**src/rtl/region_attr_table.sv**
```systemverilog
// region_attr_table
//   Address region attribute lookup. The table holds NumRules rules, each with a
//   base, a length and an attribute byte. A lookup returns the lowest-index rule
//   whose [base, base+length) window contains the address. The result is
//   registered one stage deep with valid/ready handshaking.
//
//   Config map, one 64-bit word per index:
//     3i   : base[i]
//     3i+1 : length[i]
//     3i+2 : attr[i]  bits[3:0] attributes, bit 7 rule lock (sticky)
//     3N   : control  bit 0 global lock (sticky)
//     3N+1 : miss counter (only with REGION_ATTR_MISS_CNT_EN defined)
//
//   Optional feature macro: REGION_ATTR_MISS_CNT_EN adds a 32-bit saturating
//   counter of accepted lookups that missed every rule.
//
// Ports
//   clk_i, rst_ni                      clock, asynchronous active-low reset
//   cfg_req_i/we_i/addr_i/wdata_i      config access (word index addressing)
//   cfg_rdata_o, cfg_err_o             read data / error, one cycle after the access
//   req_valid_i/ready_o/addr_i         lookup request
//   rsp_valid_o/ready_i                lookup response handshake
//   rsp_hit_o/idx_o/attr_o             match flag, rule index, {shared,cached,exec,idempotent}
module region_attr_table #(
  parameter int unsigned                   NumRules  = 5,
  parameter int unsigned                   AddrWidth = 64,
  parameter logic [NumRules*AddrWidth-1:0] RstBase   = '0,
  parameter logic [NumRules*AddrWidth-1:0] RstLength = '0,
  parameter logic [NumRules*8-1:0]         RstAttr   = '0
) (
  input  logic                 clk_i,
  input  logic                 rst_ni,
  input  logic                 cfg_req_i,
  input  logic                 cfg_we_i,
  input  logic [5:0]           cfg_addr_i,
  input  logic [63:0]          cfg_wdata_i,
  output logic [63:0]          cfg_rdata_o,
  output logic                 cfg_err_o,
  input  logic                 req_valid_i,
  output logic                 req_ready_o,
  input  logic [AddrWidth-1:0] req_addr_i,
  output logic                 rsp_valid_o,
  input  logic                 rsp_ready_i,
  output logic                 rsp_hit_o,
  output logic [3:0]           rsp_idx_o,
  output logic [3:0]           rsp_attr_o
);

  localparam logic [5:0] CtrlWord = 6'(3 * NumRules);

  // Rule table
  logic [AddrWidth-1:0] r_base   [NumRules];
  logic [AddrWidth-1:0] r_length [NumRules];
  logic [3:0]           r_attr   [NumRules];
  logic [NumRules-1:0]  r_rlock;
  logic                 r_glock;

  // Registered outputs
  logic [63:0] r_cfg_rdata;
  logic        r_cfg_err;
  logic        r_rsp_valid;
  logic        r_rsp_hit;
  logic [3:0]  r_rsp_idx;
  logic [3:0]  r_rsp_attr;

  logic [63:0]         w_rdata;
  logic                w_in_map;
  logic                w_locked;
  logic                w_err;
  logic                w_wr;
  logic [NumRules-1:0] w_match;
  logic                w_hit;
  logic [3:0]          w_idx;
  logic [3:0]          w_attr;
  logic                w_accept;

`ifdef REGION_ATTR_MISS_CNT_EN
  localparam logic [5:0] CntWord = 6'(3 * NumRules + 1);
  logic [31:0] r_miss_cnt;
`endif

  // Config decode: read mux, map membership and write protection
  always_comb begin
    w_rdata  = '0;
    w_in_map = 1'b0;
    w_locked = 1'b0;
    for (int i = 0; i < NumRules; i++) begin
      if (cfg_addr_i == 6'(3 * i)) begin
        w_rdata  = 64'(r_base[i]);
        w_in_map = 1'b1;
        w_locked = r_rlock[i] | r_glock;
      end
      if (cfg_addr_i == 6'(3 * i + 1)) begin
        w_rdata  = 64'(r_length[i]);
        w_in_map = 1'b1;
        w_locked = r_rlock[i] | r_glock;
      end
      if (cfg_addr_i == 6'(3 * i + 2)) begin
        w_rdata  = {56'd0, r_rlock[i], 3'd0, r_attr[i]};
        w_in_map = 1'b1;
        w_locked = r_rlock[i] | r_glock;
      end
    end
    // Control word is always writable; the lock bit can only be set (sticky).
    if (cfg_addr_i == CtrlWord) begin
      w_rdata  = {63'd0, r_glock};
      w_in_map = 1'b1;
    end
`ifdef REGION_ATTR_MISS_CNT_EN
    if (cfg_addr_i == CntWord) begin
      w_rdata  = {32'd0, r_miss_cnt};
      w_in_map = 1'b1;
      w_locked = r_glock;
    end
`endif
  end

  assign w_err = !w_in_map || (cfg_we_i && w_locked);
  assign w_wr  = cfg_req_i && cfg_we_i && w_in_map && !w_locked;

  // Table and config response registers
  always_ff @(posedge clk_i or negedge rst_ni) begin
    if (!rst_ni) begin
      for (int i = 0; i < NumRules; i++) begin
        r_base[i]   <= RstBase[i*AddrWidth +: AddrWidth];
        r_length[i] <= RstLength[i*AddrWidth +: AddrWidth];
        r_attr[i]   <= RstAttr[i*8 +: 4];
        r_rlock[i]  <= RstAttr[i*8 + 7];
      end
      r_glock     <= 1'b0;
      r_cfg_rdata <= '0;
      r_cfg_err   <= 1'b0;
    end else begin
      if (w_wr) begin
        for (int i = 0; i < NumRules; i++) begin
          if (cfg_addr_i == 6'(3 * i))     r_base[i]   <= cfg_wdata_i[AddrWidth-1:0];
          if (cfg_addr_i == 6'(3 * i + 1)) r_length[i] <= cfg_wdata_i[AddrWidth-1:0];
          if (cfg_addr_i == 6'(3 * i + 2)) begin
            r_attr[i]  <= cfg_wdata_i[3:0];
            r_rlock[i] <= cfg_wdata_i[7];
          end
        end
        if (cfg_addr_i == CtrlWord) r_glock <= r_glock | cfg_wdata_i[0];
      end
      r_cfg_rdata <= cfg_req_i ? w_rdata : '0;
      r_cfg_err   <= cfg_req_i && w_err;
    end
  end

  // Per-rule window match; addr >= base guarantees the subtraction never wraps.
  generate
    for (genvar gi = 0; gi < NumRules; gi++) begin : g_match
      assign w_match[gi] = (r_length[gi] != '0) &&
                           (req_addr_i >= r_base[gi]) &&
                           ((req_addr_i - r_base[gi]) < r_length[gi]);
    end
  endgenerate

  // Lowest index wins: scan downwards so the last assignment is the lowest match.
  always_comb begin
    w_hit  = 1'b0;
    w_idx  = '0;
    w_attr = '0;
    for (int i = NumRules - 1; i >= 0; i--) begin
      if (w_match[i]) begin
        w_hit  = 1'b1;
        w_idx  = 4'(i);
        w_attr = r_attr[i];
      end
    end
  end

  assign req_ready_o = !r_rsp_valid || rsp_ready_i;
  assign w_accept    = req_valid_i && req_ready_o;

  // Response stage; the match uses the table before any same-cycle write lands.
  always_ff @(posedge clk_i or negedge rst_ni) begin
    if (!rst_ni) begin
      r_rsp_valid <= 1'b0;
      r_rsp_hit   <= 1'b0;
      r_rsp_idx   <= '0;
      r_rsp_attr  <= '0;
    end else if (w_accept) begin
      r_rsp_valid <= 1'b1;
      r_rsp_hit   <= w_hit;
      r_rsp_idx   <= w_idx;
      r_rsp_attr  <= w_attr;
    end else if (rsp_ready_i) begin
      r_rsp_valid <= 1'b0;
    end
  end

`ifdef REGION_ATTR_MISS_CNT_EN
  // Saturating miss counter; a clearing write takes priority over an increment.
  always_ff @(posedge clk_i or negedge rst_ni) begin
    if (!rst_ni) begin
      r_miss_cnt <= '0;
    end else if (w_wr && (cfg_addr_i == CntWord)) begin
      r_miss_cnt <= '0;
    end else if (w_accept && !w_hit && (r_miss_cnt != '1)) begin
      r_miss_cnt <= r_miss_cnt + 32'd1;
    end
  end
`endif

  assign cfg_rdata_o = r_cfg_rdata;
  assign cfg_err_o   = r_cfg_err;
  assign rsp_valid_o = r_rsp_valid;
  assign rsp_hit_o   = r_rsp_hit;
  assign rsp_idx_o   = r_rsp_idx;
  assign rsp_attr_o  = r_rsp_attr;

endmodule

```
**config.mk**
```make
export PLATFORM = sky130hd
export DESIGN_NAME = region_attr_table
export DESIGN_NICKNAME = d
export VERILOG_FILES = /design/src/rtl/region_attr_table.sv
export SDC_FILE = /design/constraint.sdc
export NUM_CORES = 2
export LEC_CHECK = 0
export CORE_MARGIN = 5
export CORE_UTILIZATION = 25
export CTS_CLUSTER_SIZE = 30
export DETAILED_ROUTE_END_ITERATION = 10
export SETUP_SLACK_MARGIN = 0.2
export SLEW_MARGIN = 20
export SYNTH_ARGS = -nofsm -noshare
export SYNTH_HDL_FRONTEND = slang
export SYNTH_SLANG_ARGS = --single-unit
```
**constraint.sdc**
```tcl
create_clock -name clk_i -period 6.74 [get_ports clk_i]
set_input_delay 0.674 -clock clk_i [delete_from_list [all_inputs] [get_ports clk_i]]
set_output_delay 0.674 -clock clk_i [all_outputs]
set_load 0.02 [all_outputs]
```
==> results.py <==
metrics = {
    "global_route": {
        "grt_util_met1": 0.2869,
        "grt_use_total": 0.2202,
        "busiest_layer": "met2",
        "met2_usage": 0.3487,
        "antenna_found_initial": 31,
        "grt_pass1_wl_mm": 395.2,
        "grt_overflow_total": 0,
        "grt_max_degree": 169,
        "grt_pass1_vias": 54600,
        "grtUsageMet3": 0.03965,
    },
    "clock_network": {
        "htree_levels": 3,
        "cts.sinks": 740,
        "clk_pin_slew_ps": 60,
        "cts_buffers": 93,
        "insertion_delay_ps": 750,
        "cts-root-buf": "clkbuf_16",
        "cts_tree": "built",
        "clockBufferDepth": 3,
    },
    "synthesis": {
        "synthCells": 6392,
        "avgSynthCellArea_um2": 9.154,
        "yosys-top-cells-area": "dfrtp_1, ha_1, mux2_2",
        "async_flop_share": 1.000,
        "netlist.area_leader.share": 0.3165,
        "netlist-cell-type-count": 84,
        "synth.cell_area_um2": 58510,
        "synth_common_cells": "dfrtp_1, inv_1, ha_1",
        "yosysMostFrequentCell": "dfrtp_1",
        "synth-main-ff-cell": "dfrtp_1",
        "seq_area_frac_synth": 0.3165,
        "synth_seq_cells": 740,
        "synth_fp_nets": 7172,
        "yosys_warnings": 0,
        "yosys.area.top_type": "dfrtp_1",
        "synth-edff-count": 0,
    },
    "timing": {
        "max_clock_freq_ghz": 0.1560,
        "fin_worst_skew_ps": 30.86,
        "finalHoldViolCount": 0,
        "timing.final.max_slew_violations": 0,
        "setup_viol": 0,
        "relSlewSlack": 0.1754,
        "min_period_ps": 6411,
        "worst_pin_slew_ps": 1227,
        "setup_ws_ps": 329.4,
        "fin_crit_sh": 0.9511,
        "grt_setup_unrepaired": "false",
    },
    "setup_path": {
        "cp.arrival_ps": 7060,
        "end_kind": "flop",
        "path_class": "reg -> reg",
        "cp_slowest_stage_delay_ps": 470,
        "critPathMostFrequentCell": "buf_4",
        "cp-start-kind": "flop",
        "cp_max_fo": 5,
        "slowest_stage": "a2111oi_4",
        "critical_path_required_ps": 7390,
    },
    "power": {
        "p_comb_frac": 0.250,
        "p_leak_nw": 32.50,
        "p_int_mw": 9.292,
        "p_sw_mw": 4.319,
        "ir_worst_vdd_v": 0.0001877,
        "powerDensity_nw_per_um2": 182.8,
        "clock_power_share": 0.403,
        "power_mw": 13.61,
        "p_sw_frac": 0.3173,
        "pwr-share-seq": 0.348,
    },
    "placement": {
        "dpl_worst_slack_ps": -1531,
        "place.gp.congestion": 0.9880,
        "placed_cells": 10330,
        "io_buffers": 214,
        "dp_hpwl_mm": 222.4,
    },
    "die": {
        "dieArea_um2": 243800,
        "start_util": 0.2514,
        "io_pins": 216,
        "dieHeight_um": 493.8,
        "core_um2": 232800,
        "die_w_um": 493.8,
        "floorplan.rows": 177,
    },
    "outcome": {
        "status": "finished, final reports clean",
    },
    "job": {
        "max_cap_violations": 0,
    },
    "layout": {
        "fillers": 24310,
        "areaGrowthSynthToFinish_pct": 27.27,
        "drive_gt1_frac": 0.2396,
        "layout.nets": 8100,
        "fin_cells": 10540,
    },
    "drt": {
        "drtPass1Iterations": 8,
        "via_count": 55270,
        "final_antenna_net_count": 0,
        "wl_per_cell_um": 26.42,
        "vias_per_cell": 5.245,
        "routed_wirelength_mm": 278.4,
        "drc": 0,
        "drtIter0Drc": 4816,
    },
    "worst_hold_path": {
        "hp-class": "in -> reg",
    },
}
==> power groups by stage <==
| stage | clock [mW] | combinational (mW) | sequential [mW] |
|---|---|---|---|
| after global routing | 5.74 | 3.70 | 4.74 |
| final | 5.48 | 3.40 | 4.73 |
| after global placement | 0 | 3.26 | 4.80 |
| after floorplan | 0 | 1.71 | 4.74 |
| after CTS | 5.57 | 3.32 | 4.73 |
| after detailed placement | 0 | 3.27 | 4.81 |
==> cell usage in the layout (no fill, tap or decap), drive strengths merged, types with 13 or more instances in the layout <==
master         Yosys  layout
o31ai             20      20
clkbuf           176     126
clkinv             0      16
and3              34      34
nand4            138     138
xor2             102     102
a2111oi           14      14
a211oi            39      39
nand3             88      88
inv              732     739
a21boi            18      18
or2               20      20
dfrtp            740     740
a21o             313     313
a22oi             63      63
nor3              49      49
nand2            311     311
ha               635     635
o21a              46      46
buf               74     870
nand2b            48      48
a31oi            104     104
o21ai            481     481
nor4             108     108
and2              23      23
xnor2            198     198
nor2b             63      63
nor2             205     205
mux2i             17      17
o211ai            75      75
clkdlybuf4s50      0     202
bufinv             0      13
mux2             652     652
a221oi            76      76
or3               16      16
a21oi            496     496
and4              13      13
o21bai            69      69
==> final cells by class <==
class | count | area [um^2] | area share
tap | 3132 | 3919 | 0.05262
timing repair buffer | 1083 | 8962 | 0.1203
clock inverter | 44 | 620.6 | 0.008333
sequential | 740 | 18520 | 0.2487
antenna | 11 | 27.53 | 0.0003696
multi-input combinational | 4670 | 37010 | 0.4970
inverter | 732 | 2749 | 0.03691
clock buffer | 126 | 2664 | 0.03577
==> path summary, 6_finish.rpt <==
check / from / to / slack, ps / depth (start not counted)
max: r_base[64]$_DFFE_PN0P_ / rsp_attr_o[2]$_DFFE_PN0P_ / 330 / 30
min reg2reg: r_base[303]$_DFFE_PN0P_ / r_base[303]$_DFFE_PN0P_ / 490 / 1
min: cfg_addr_i[0] / r_glock$_DFFE_PN0P_ / 460 / 3
min in group asynchronous: rst_ni / r_base[67]$_DFFE_PN0P_ / 590 / 2
max in group asynchronous: rst_ni / r_base[40]$_DFFE_PN0P_ / 4580 / 4
max reg2reg: r_base[64]$_DFFE_PN0P_ / rsp_attr_o[2]$_DFFE_PN0P_ / 330 / 30
==> metrics by stage <==
stage	utilization	instance area, um^2	hold WS, ps	TNS, ps
after floorplan	-	58510	378.4	0
after global placement	0.3015	70170	468.6	-22510
after detailed placement	0.3016	70200	474.7	-11950
after CTS	0.3168	73740	403.1	0
after global routing	0.3198	74440	458.4	0
final	0.3199	74470	459.1	0
==> routing by layer <==
| metal | part of all wire | up-vias |
|---|---|---|
| met5 | 0.00036 | - |
| met4 | 0.060 | 14 |
| met3 | 0.065 | 492 |
| met2 | 0.44 | 2071 |
| met1 | 0.43 | 27610 |
| li1 | - | 25090 |
==> registers in the layout (all words and copies together), names as in the netlist <==
name / cells
cfg_err_o: 1
cfg_rdata_o: 64
r_rlock: 5
r_attr: 20
r_glock: 1
rsp_hit_o: 1
rsp_attr_o: 4
r_base: 320
rsp_valid_o: 1
rsp_idx_o: 3
r_length: 320
==> critical path, delay by kind of cell (launching register included) <==
family,cells,cell delay [ps]
buf+inv,6,920
compound gates,14,2790
simple gates,6,1090
flops,1,420
xor+xnor,1,170
fa+ha+maj,3,890
==> cell families (layout without fill, tap and decap cells) <==
family	Yosys count	count (layout)	share of synthesized area
XOR/XNOR	300	300	0.04490
multiplexers	669	669	0.1284
flip-flops	740	740	0.3165
buffers and inverters	982	1985	0.06565
AO/OA/AOI/OAI	1924	1924	0.2076
adder cells (fa/ha/maj)	640	640	0.1375
other	1	12	0.00006409
AND/OR/NAND/NOR	1136	1136	0.09941
==> repair_timing <==
item	CTS	global route
gates cloned	0	0
endpoints found under the setup margin	8	8
resized for setup	46	121
hold buffers	1	0
endpoints found under the hold margin	8	0
pin swaps	11	50
buffers inserted	6	17
(Power assumes the default switching activity.)
